--- src/rtl/mem_access_unit_pkg.sv ---
// Shared encodings for the memory access unit: request sizes and FSM states.
package mem_access_unit_pkg;

  localparam logic [1:0] SZ_BYTE = 2'd0;
  localparam logic [1:0] SZ_HALF = 2'd1;
  localparam logic [1:0] SZ_WORD = 2'd2;

  localparam logic [2:0] ST_IDLE = 3'd0;
  localparam logic [2:0] ST_RD   = 3'd1;
  localparam logic [2:0] ST_RDW  = 3'd2;
  localparam logic [2:0] ST_WR   = 3'd3;
  localparam logic [2:0] ST_RESP = 3'd4;

  // Size code 3 is handled exactly like a word access.
  function automatic logic isWordSize(input logic [1:0] size);
    return size[1];
  endfunction

endpackage

--- src/rtl/mem_access_unit_lane.sv ---
// lane_extract_merge: combinational load extension and read-modify-write lane merge
// for a 32-bit word, shared by the load return path and the sub-word store path.
module lane_extract_merge
  import mem_access_unit_pkg::*;
(
  input  logic [31:0] word_i,
  input  logic [1:0]  addr_lo_i,
  input  logic [1:0]  size_i,
  input  logic        uns_i,
  input  logic [31:0] wdata_i,
  output logic [31:0] load_o,
  output logic [31:0] merge_o
);

  logic [7:0]  byteLane;
  logic [15:0] halfLane;

  always_comb begin
    byteLane = word_i[{addr_lo_i, 3'b000} +: 8];
    halfLane = addr_lo_i[1] ? word_i[31:16] : word_i[15:0];
    load_o   = word_i;
    merge_o  = word_i;
    if (isWordSize(size_i)) begin
      merge_o = wdata_i;
    end else if (size_i == SZ_HALF) begin
      load_o = {{16{~uns_i & halfLane[15]}}, halfLane};
      merge_o[{addr_lo_i[1], 4'b0000} +: 16] = wdata_i[15:0];
    end else begin
      load_o = {{24{~uns_i & byteLane[7]}}, byteLane};
      merge_o[{addr_lo_i, 3'b000} +: 8] = wdata_i[7:0];
    end
  end

endmodule

--- src/rtl/mem_access_unit.sv ---
// Load/store unit driving a word-wide RAM; sub-word stores use read-modify-write.
// Optional MISALIGN_CHECK_EN: misaligned half/word requests are answered with resp_err.
module mem_access_unit
  import mem_access_unit_pkg::*;
#(
  parameter int ADDR_W = 10
) (
  input  logic              CLK,
  input  logic              rst,
  input  logic              req_valid,
  output logic              req_ready,
  input  logic              req_we,
  input  logic [1:0]        req_size,
  input  logic              req_unsigned,
  input  logic [31:0]       req_addr,
  input  logic [31:0]       req_wdata,
  output logic              resp_valid,
  output logic [31:0]       resp_rdata,
  output logic              resp_err,
  output logic              mem_en,
  output logic              mem_we,
  output logic [ADDR_W-1:0] mem_addr,
  output logic [31:0]       mem_wdata,
  input  logic [31:0]       mem_rdata
);

  logic [2:0]        state_q, state_d;
  logic              we_q, uns_q;
  logic [1:0]        size_q;
  logic [ADDR_W+1:0] addr_q;
  logic [31:0]       wdata_q, rword_q, rdata_q;
  logic [ADDR_W+1:0] reqAddrEff;
  logic [31:0]       laneWord, loadWord, mergeWord;
  logic              accept;
  logic              unusedAddrHi;

  assign unusedAddrHi = ^req_addr[31:ADDR_W+2];
  assign req_ready    = (state_q == ST_IDLE);
  assign accept       = req_valid & req_ready;

`ifdef MISALIGN_CHECK_EN
  logic misaligned;
  logic err_q;

  assign misaligned = isWordSize(req_size) ? (|req_addr[1:0])
                                           : ((req_size == SZ_HALF) & req_addr[0]);
  assign reqAddrEff = req_addr[ADDR_W+1:0];
  assign resp_err   = err_q;
`else
  // Without the checker, misaligned low bits are simply dropped.
  always_comb begin
    reqAddrEff = req_addr[ADDR_W+1:0];
    if (isWordSize(req_size)) begin
      reqAddrEff[1:0] = 2'b00;
    end else if (req_size == SZ_HALF) begin
      reqAddrEff[0] = 1'b0;
    end
  end
  assign resp_err = 1'b0;
`endif

  always_comb begin
    state_d = state_q;
    case (state_q)
      ST_IDLE: if (accept) state_d = (req_we && isWordSize(req_size)) ? ST_WR : ST_RD;
      ST_RD:   state_d = ST_RDW;
      ST_RDW:  state_d = we_q ? ST_WR : ST_RESP;
      ST_WR:   state_d = ST_RESP;
      ST_RESP: state_d = ST_IDLE;
      default: state_d = ST_IDLE;
    endcase
`ifdef MISALIGN_CHECK_EN
    if ((state_q == ST_IDLE) && accept && misaligned) state_d = ST_RESP;
`endif
  end

  // In RDW the fresh RAM word feeds extraction directly; in WR the captured copy is merged.
  assign laneWord = (state_q == ST_RDW) ? mem_rdata : rword_q;

  lane_extract_merge u_lane (
    .word_i   (laneWord),
    .addr_lo_i(addr_q[1:0]),
    .size_i   (size_q),
    .uns_i    (uns_q),
    .wdata_i  (wdata_q),
    .load_o   (loadWord),
    .merge_o  (mergeWord)
  );

  always_ff @(posedge CLK or posedge rst) begin
    if (rst) begin
      state_q <= ST_IDLE;
      we_q    <= 1'b0;
      uns_q   <= 1'b0;
      size_q  <= 2'b00;
      addr_q  <= '0;
      wdata_q <= '0;
      rword_q <= '0;
      rdata_q <= '0;
`ifdef MISALIGN_CHECK_EN
      err_q   <= 1'b0;
`endif
    end else begin
      state_q <= state_d;
      if (accept) begin
        we_q    <= req_we;
        uns_q   <= req_unsigned;
        size_q  <= req_size;
        addr_q  <= reqAddrEff;
        wdata_q <= req_wdata;
      end
      if (state_q == ST_RDW) rword_q <= mem_rdata;
      // Response data is only refreshed on entry to RESP so it holds between responses.
      if (state_d == ST_RESP) begin
        rdata_q <= ((state_q == ST_RDW) && !we_q) ? loadWord : 32'h0;
`ifdef MISALIGN_CHECK_EN
        err_q   <= (state_q == ST_IDLE);
`endif
      end
    end
  end

  assign resp_valid = (state_q == ST_RESP);
  assign resp_rdata = rdata_q;
  assign mem_en     = (state_q == ST_RD) || (state_q == ST_WR);
  assign mem_we     = (state_q == ST_WR);
  assign mem_addr   = addr_q[ADDR_W+1:2];
  assign mem_wdata  = (state_q == ST_WR) ? mergeWord : 32'h0;

endmodule
--- config.mk ---
export PLATFORM = sky130hd
export DESIGN_NAME = mem_access_unit
export DESIGN_NICKNAME = d
export VERILOG_FILES = /design/src/rtl/mem_access_unit_pkg.sv /design/src/rtl/mem_access_unit_lane.sv /design/src/rtl/mem_access_unit.sv
export SDC_FILE = /design/constraint.sdc
export NUM_CORES = 1
export LEC_CHECK = 0
export BUFFER_PORTS_ARGS = -buffer_cell sky130_fd_sc_hd__buf_2
export CAP_MARGIN = 5
export CORE_ASPECT_RATIO = 0.75
export CORE_MARGIN = 1
export CORE_UTILIZATION = 47
export DETAILED_ROUTE_END_ITERATION = 6
export PLACE_DENSITY = 0.77
export SLEW_MARGIN = 25
export SYNTH_ARGS = -nofsm -noshare
export SYNTH_HDL_FRONTEND = slang
export SYNTH_SLANG_ARGS = --single-unit
--- constraint.sdc ---
create_clock -name CLK -period 3.25 [get_ports CLK]
set_input_delay 0.325 -clock CLK [delete_from_list [all_inputs] [get_ports CLK]]
set_output_delay 0.325 -clock CLK [all_outputs]
set_load 0.02 [all_outputs]
# Word level (Yosys, flattened, before mapping)
# Index checks and enable logic that the tools add are counted.
# op_classes
add_sub_neg	2
n_eq_ne	7
shift	5
n_mux	17
n_bitwise	4
reduce_logical	5
# op_table
op	count
32-bit 2-to-1 mux	7
32-bit bitwise mux	2
16-bit by 7-bit variable shift with 32-bit output (first input constant)	1
8-bit by 7-bit variable shift with 32-bit output (first input constant)	1
16-bit by 7-bit indexed part select with 32-bit output	1
32-bit by 6-bit indexed part select with 8-bit output	1
8-bit by 7-bit indexed part select with 32-bit output	1
16-bit 2-to-1 mux	1
5-bit negator with 7-bit output	2
3-bit one-hot mux with 4 select lines	1
3-bit by 2-bit == test with 1-bit output (second input constant)	2
3-bit == test (second input constant)	2
3-bit 2-to-1 mux	2
2-bit by 1-bit == test with 1-bit output (second input constant)	2
1-bit AND	3
3-bit by 1-bit == test with 1-bit output (second input constant)	1
3-bit zero test	1
1-bit 2-to-1 mux	3
1-bit logical AND	2
2-bit 2-to-1 mux	1
1-bit zero test	1
1-bit logical OR	1
1-bit NOT	1
# totals
register_bits	115
input_bits	103
out_inout_bits	79
wordCells	48

# Depth between registers and ports, before layout
# depth
depth_word	7
ltp_mapped	9
ltp_nobuf	7

# Modules after synthesis
# Synthesis repeated with hierarchy kept, for this count alone.
# unflattened
cells_unflattened	562
area_unflattened_um2	6398.6
# modules_own_cells
mod	instances	cells_per_inst	area_each_um2	seq_area_each_um2
mem_access_unit	1	314	4631.9	2877.8
lane_extract_merge	1	248	1766.7	0.0

# Worst setup path before layout
# Ideal clock, no wire load.
# synth_timing
kind	reg-to-output
start	register addr_q[1]
end	output mem_wdata[12]
t_arrival_ns	3.159
required_time_ns	2.925
setup_slack_ns	-0.234
stages_incl_launch_ff	10
path_buffers	3
path_cell_list	dfrtp_1 -> buf_2 -> clkinv_1 -> clkbuf_1 -> ha_1 -> clkbuf_1 -> nand2_1 -> nor3_2 -> a211oi_1 -> a2111oi_0
# synth_via
elab_chain_cells	6
elab_cells_between_ends	11
classes_between	add/sub (2); shift (4); mux (5)
# synth_lines
element	line_no	source
start: declaration	mem_access_unit.sv:30	logic [ADDR_W+1:0] addr_q;
start signal: assignment	mem_access_unit.sv:109	addr_q <= reqAddrEff;
5-bit negator with 7-bit output, on equally long branches	mem_access_unit_lane.sv:27, mem_access_unit_lane.sv:30	
16-bit by 7-bit indexed part select with 32-bit output (tied with other cells)	mem_access_unit_lane.sv:27	merge_o[{addr_lo_i[1], 4'b0000} +: 16] = wdata_i[15:0];
32-bit bitwise mux, on equally long branches	mem_access_unit_lane.sv:27, mem_access_unit_lane.sv:30	
32-bit 2-to-1 mux (*)	mem_access_unit_lane.sv:25	end else if (size_i == SZ_HALF) begin
32-bit 2-to-1 mux (*)	mem_access_unit_lane.sv:23	if (isWordSize(size_i)) begin
32-bit 2-to-1 mux (*)	mem_access_unit.sv:128	assign mem_wdata = (state_q == ST_WR) ? mergeWord : 32'h0;
end: declaration	mem_access_unit.sv:23	output logic [31:0] mem_wdata,
# Every way passes the cells marked *; elsewhere a longest branch is shown, timed or not.

# Worst setup path in the final report
# layout_timing
start	register size_q[0]
end	output mem_wdata[0]
# layout_via
elab_chain_cells	4
# layout_lines
element	line_no	source
start: declaration	mem_access_unit.sv:29	logic [1:0] size_q;
start signal: assignment	mem_access_unit.sv:108	size_q <= req_size;
2-bit by 1-bit == test with 1-bit output	mem_access_unit_lane.sv:25	
32-bit 2-to-1 mux	mem_access_unit_lane.sv:25	
32-bit 2-to-1 mux	mem_access_unit_lane.sv:23	
32-bit 2-to-1 mux	mem_access_unit.sv:128	
# Every way passes these cells.

==> flow_results.org <==
** Status
- Run status :: finished clean

** Synthesis
- After synthesis, the share of flip-flops with an asynchronous set or reset is 100%.
- Synthesis instantiated 51 different standard cells from the library.
- Counting flops with a built-in enable in the synthesized netlist gives 0.
- Proportion of netlist area held by the largest area contributor :: 49.3%
- The number of nets handed over by synthesis was 657.
- Syn. warnings :: 0
- Per-instance average area after synthesis :: 10.6 um^2
- Synthesis produced a netlist whose cell count is 549.
- Leading cell type by number of instances after synthesis :: sky130_fd_sc_hd__dfrtp_1
- Ranked by total cell area, the synthesized netlist is headed by sky130_fd_sc_hd__dfrtp_1, sky130_fd_sc_hd__mux2_2, sky130_fd_sc_hd__mux2i_1.
- Portion of the post-synthesis area used by sequential elements :: 49.3%
- The synthesized design contains ~120 register bits.
- By count the netlist is led by sky130_fd_sc_hd__dfrtp_1, sky130_fd_sc_hd__nand2_1, sky130_fd_sc_hd__mux2_2, sky130_fd_sc_hd__inv_1, sky130_fd_sc_hd__mux2i_1.
- The biggest area contributor in the post-synthesis netlist is sky130_fd_sc_hd__dfrtp_1.
- Among all flip-flop cells after synthesis, the most frequent one is sky130_fd_sc_hd__dfrtp_1.
- Total standard cell area after synthesis :: 5840 um^2

** Floorplan
- Die Span Y :: 98.5 um
- From left edge to right edge, the die measures 131 um.
- During I/O placement, the number of pins put on the boundary was ~180.
- The initial utilization of the core area, before any placement, comes to 49.4%.
- Total core area :: 11800 um^2
- Area of the die :: 12900 um^2
- In this run the core area contains 34 standard-cell rows.

** Timing
- Total count of hold-check failures in the final report :: 0
- Worst slew margin relative to its limit :: 46.8%
- Setup repair after global routing left no endpoint under its margin.
- After layout, the minimum clock period comes to 3080 ps.
- Count of endpoints failing setup in the final report :: 0
- Dividing the final minimum period by the clock period gives between 90% and 100%.
- The clock arrives with 5.99 ps of skew.
- For the final routed database, the setup TNS stands at 0 ps.
- Transition time at the pin with the least slew margin :: ~790 ps
- Based on the critical path, the design can be clocked at up to 0.325 GHz.
- Total count of max-transition violations in the final report :: 0

** Placed design
- In this run the tool buffered the top-level ports with 160 buffer cells.
- Once detailed placement completed, the half-perimeter wirelength came to 13200 um.
- Final weighted congestion in routability-driven placement :: approximately 0.99
- The placed instances occupy a cell area of roughly 6800 um^2.

** Worst setup path
- Data arrives at the worst endpoint at about 2800 ps.
- In this run the critical register-to-register path is launched from state_q[0]$_DFF_PP0_.
- Required time reported for the critical path endpoint :: ~3000 ps
- The worst setup path is launched from a register.
- The setup path with the least slack is of type reg -> out.
- Of all nets on the critical path, the largest fanout is 9.
- Worst reg-to-reg setup slack :: 770 ps
- The worst register-to-register path ends at resp_rdata[20]$_DFFE_PP0N_.
- The worst register-to-register path has a depth of 6.
- The worst setup path is captured at a primary output.

** Layout
- The repair_antennas step left the layout with diodes totalling 0.
- Proportion of layout cells with a drive suffix above 1 :: 37.9%
- Final Cell Area :: 7440 um^2
- After the last flow step, the layout net total stands at 821.
- Filler instances :: 1015
- Compared with the post-synthesis result, the final layout area differs by 27.5%.

** Clock network
- CTS sink count :: 115
- Number of buffers created by CTS :: 17
- CTS HTree Levels :: 4
- CTS root buf :: sky130_fd_sc_hd__clkbuf_16
- Counting along the longest clock path gives a buffer depth of 2.
- Buffers inserted to repair hold after CTS numbered 0.
- Buffers added to address setup during post-CTS repair amount to 0.
- Clock latency on the worst-skew pair, taken at its later pin, is 410 ps.
- # resized after CTS :: 0
- Post-CTS clock slew at the launch and capture registers of the worst setup and hold paths :: 50 ps
- Clock tree from TritonCTS :: yes

** Detailed routing
- Routed via count divided by cell count :: 5.77
- Dividing the detail-routed wire length by the instance count gives 20.0 um.
- 1st-iter DRT viols :: between 300 and 400
- Detailed Route WL :: 17700 um
- Post-route ant nets :: 0
- The first detailed-routing pass ran for 5 iterations.
- DRC violations left :: 0
- The final route contains 5121 vias.

** Global route
- Maximum number of pins on one net before global-route repair :: 88
- Global routing used 28.7% of the available tracks.
- The initial antenna violation count came to 0.
- Global-route wire length before repair :: 27100 um
- The total overflow left after global routing is 0.
- The number of global-route vias before repair came to 4986.

** Flow run
- Max-cap violations in this run came to 0.

** Power
- Worst VDD drop :: 771 uV
- Power spread over the standard cell area amounts to roughly 1100 nW/um^2.
- Leakage power figure :: around 3.7 nW

** Min path
- Class of the worst hold path :: in -> async
[cell usage in the layout (no fill, tap or decap), types with 2 or more instances in the layout]
| master | count |
|---|---|
| sky130_fd_sc_hd__a2111oi_1 | 8 |
| sky130_fd_sc_hd__a211oi_1 | 9 |
| sky130_fd_sc_hd__a21o_1 | 2 |
| sky130_fd_sc_hd__a21oi_1 | 26 |
| sky130_fd_sc_hd__a221o_1 | 8 |
| sky130_fd_sc_hd__a221oi_1 | 8 |
| sky130_fd_sc_hd__a22oi_1 | 26 |
| sky130_fd_sc_hd__a2bb2oi_1 | 6 |
| sky130_fd_sc_hd__a32o_1 | 6 |
| sky130_fd_sc_hd__buf_12 | 2 |
| sky130_fd_sc_hd__buf_2 | 160 |
| sky130_fd_sc_hd__buf_4 | 27 |
| sky130_fd_sc_hd__bufinv_16 | 3 |
| sky130_fd_sc_hd__clkbuf_1 | 2 |
| sky130_fd_sc_hd__clkbuf_16 | 17 |
| sky130_fd_sc_hd__clkbuf_8 | 3 |
| sky130_fd_sc_hd__clkinv_1 | 4 |
| sky130_fd_sc_hd__clkinv_2 | 3 |
| sky130_fd_sc_hd__clkinvlp_4 | 3 |
| sky130_fd_sc_hd__dfrtp_1 | 115 |
| sky130_fd_sc_hd__ha_1 | 5 |
| sky130_fd_sc_hd__inv_1 | 33 |
| sky130_fd_sc_hd__mux2_2 | 44 |
| sky130_fd_sc_hd__mux2i_1 | 32 |
| sky130_fd_sc_hd__nand2_1 | 64 |
| sky130_fd_sc_hd__nand2b_1 | 3 |
| sky130_fd_sc_hd__nand3_1 | 2 |
| sky130_fd_sc_hd__nand3b_1 | 2 |
| sky130_fd_sc_hd__nor2_1 | 28 |
| sky130_fd_sc_hd__nor2b_1 | 2 |
| sky130_fd_sc_hd__nor3_1 | 3 |
| sky130_fd_sc_hd__o2111a_1 | 8 |
| sky130_fd_sc_hd__o21ai_0 | 30 |
| sky130_fd_sc_hd__o21ai_1 | 2 |
| sky130_fd_sc_hd__o22ai_1 | 9 |
[critical path, stage by stage, from the launching register on]
cell and delay, ps:
sky130_fd_sc_hd__dfrtp_1 440, sky130_fd_sc_hd__clkinv_1 340, sky130_fd_sc_hd__o21ai_1 720, sky130_fd_sc_hd__a21oi_1 320, sky130_fd_sc_hd__a22oi_1 220, sky130_fd_sc_hd__nor2_1 90, sky130_fd_sc_hd__buf_2 210
[where the power goes]
group	switching (mW)	total, mW	internal [mW]	leakage (nW)
sequential	0.444	2.55	2.10	1.41
clock	0.635	1.89	1.26	0.292
combinational	2.44	4.03	1.59	1.97
[cell families after synthesis]
group	share of synthesized area (%)
and+or+nand+nor	8.85
buffers and inverters	6.90
muxes	15.0
other	0.0642
DFF	49.3
adders and majority gates	1.07
AOI/OAI and AO/OA	18.8
[sequential cells by signal, indices dropped and copies added, names as in the netlist]
register	flops
we_q	1
wdata_q	32
addr_q	12
state_q	3
rword_q	32
size_q	2
uns_q	1
resp_rdata	32
[routing by layer]
layer,share of wire (%),vias to the layer above,GRT usage (%)
li1,-,2312,-
met1,44,2497,40.8
met2,44,265,41.3
met3,8.7,47,6.89
met4,3.3,0,13.2
met5,0,-,0
[how the worst max path moves through the flow]
stage,start,to,cells after the start
2_1_floorplan,addr_q[1]$_DFFE_PP0P_,mem_wdata[10],9
3_3_place_gp,addr_q[1]$_DFFE_PP0P_,mem_wdata[15],8
3_5_place_dp,addr_q[1]$_DFFE_PP0P_,mem_wdata[21],8
4_1_cts,addr_q[1]$_DFFE_PP0P_,mem_wdata[21],8
5_1_grt,addr_q[1]$_DFFE_PP0P_,mem_wdata[21],8
6_report,size_q[0]$_DFFE_PP0P_,mem_wdata[0],6
[through the flow]
step,power [mW],utilization [%],std cells,hold slack (ps),worst slack (ps)
after global placement,6.41,57.8,856,435,734
final,8.46,62.9,887,6.16,170
after floorplan,5.21,-,549,442,23.5
after detailed placement,6.51,57.8,856,463,670
after CTS,8.43,62.9,887,27.7,210
after global routing,8.92,62.9,887,60.5,1.52
[final cells by class]
class	instances	area, um^2	share of cell area (%)
timing repair buffer	189	1040	14.0
inverter	39	150	2.02
tap	162	203	2.72
sequential	115	2880	38.7
multi-input combinational	351	2570	34.5
clock inverter	9	129	1.73
clock buffer	22	474	6.37
Power figures use the tool's default switching activity.
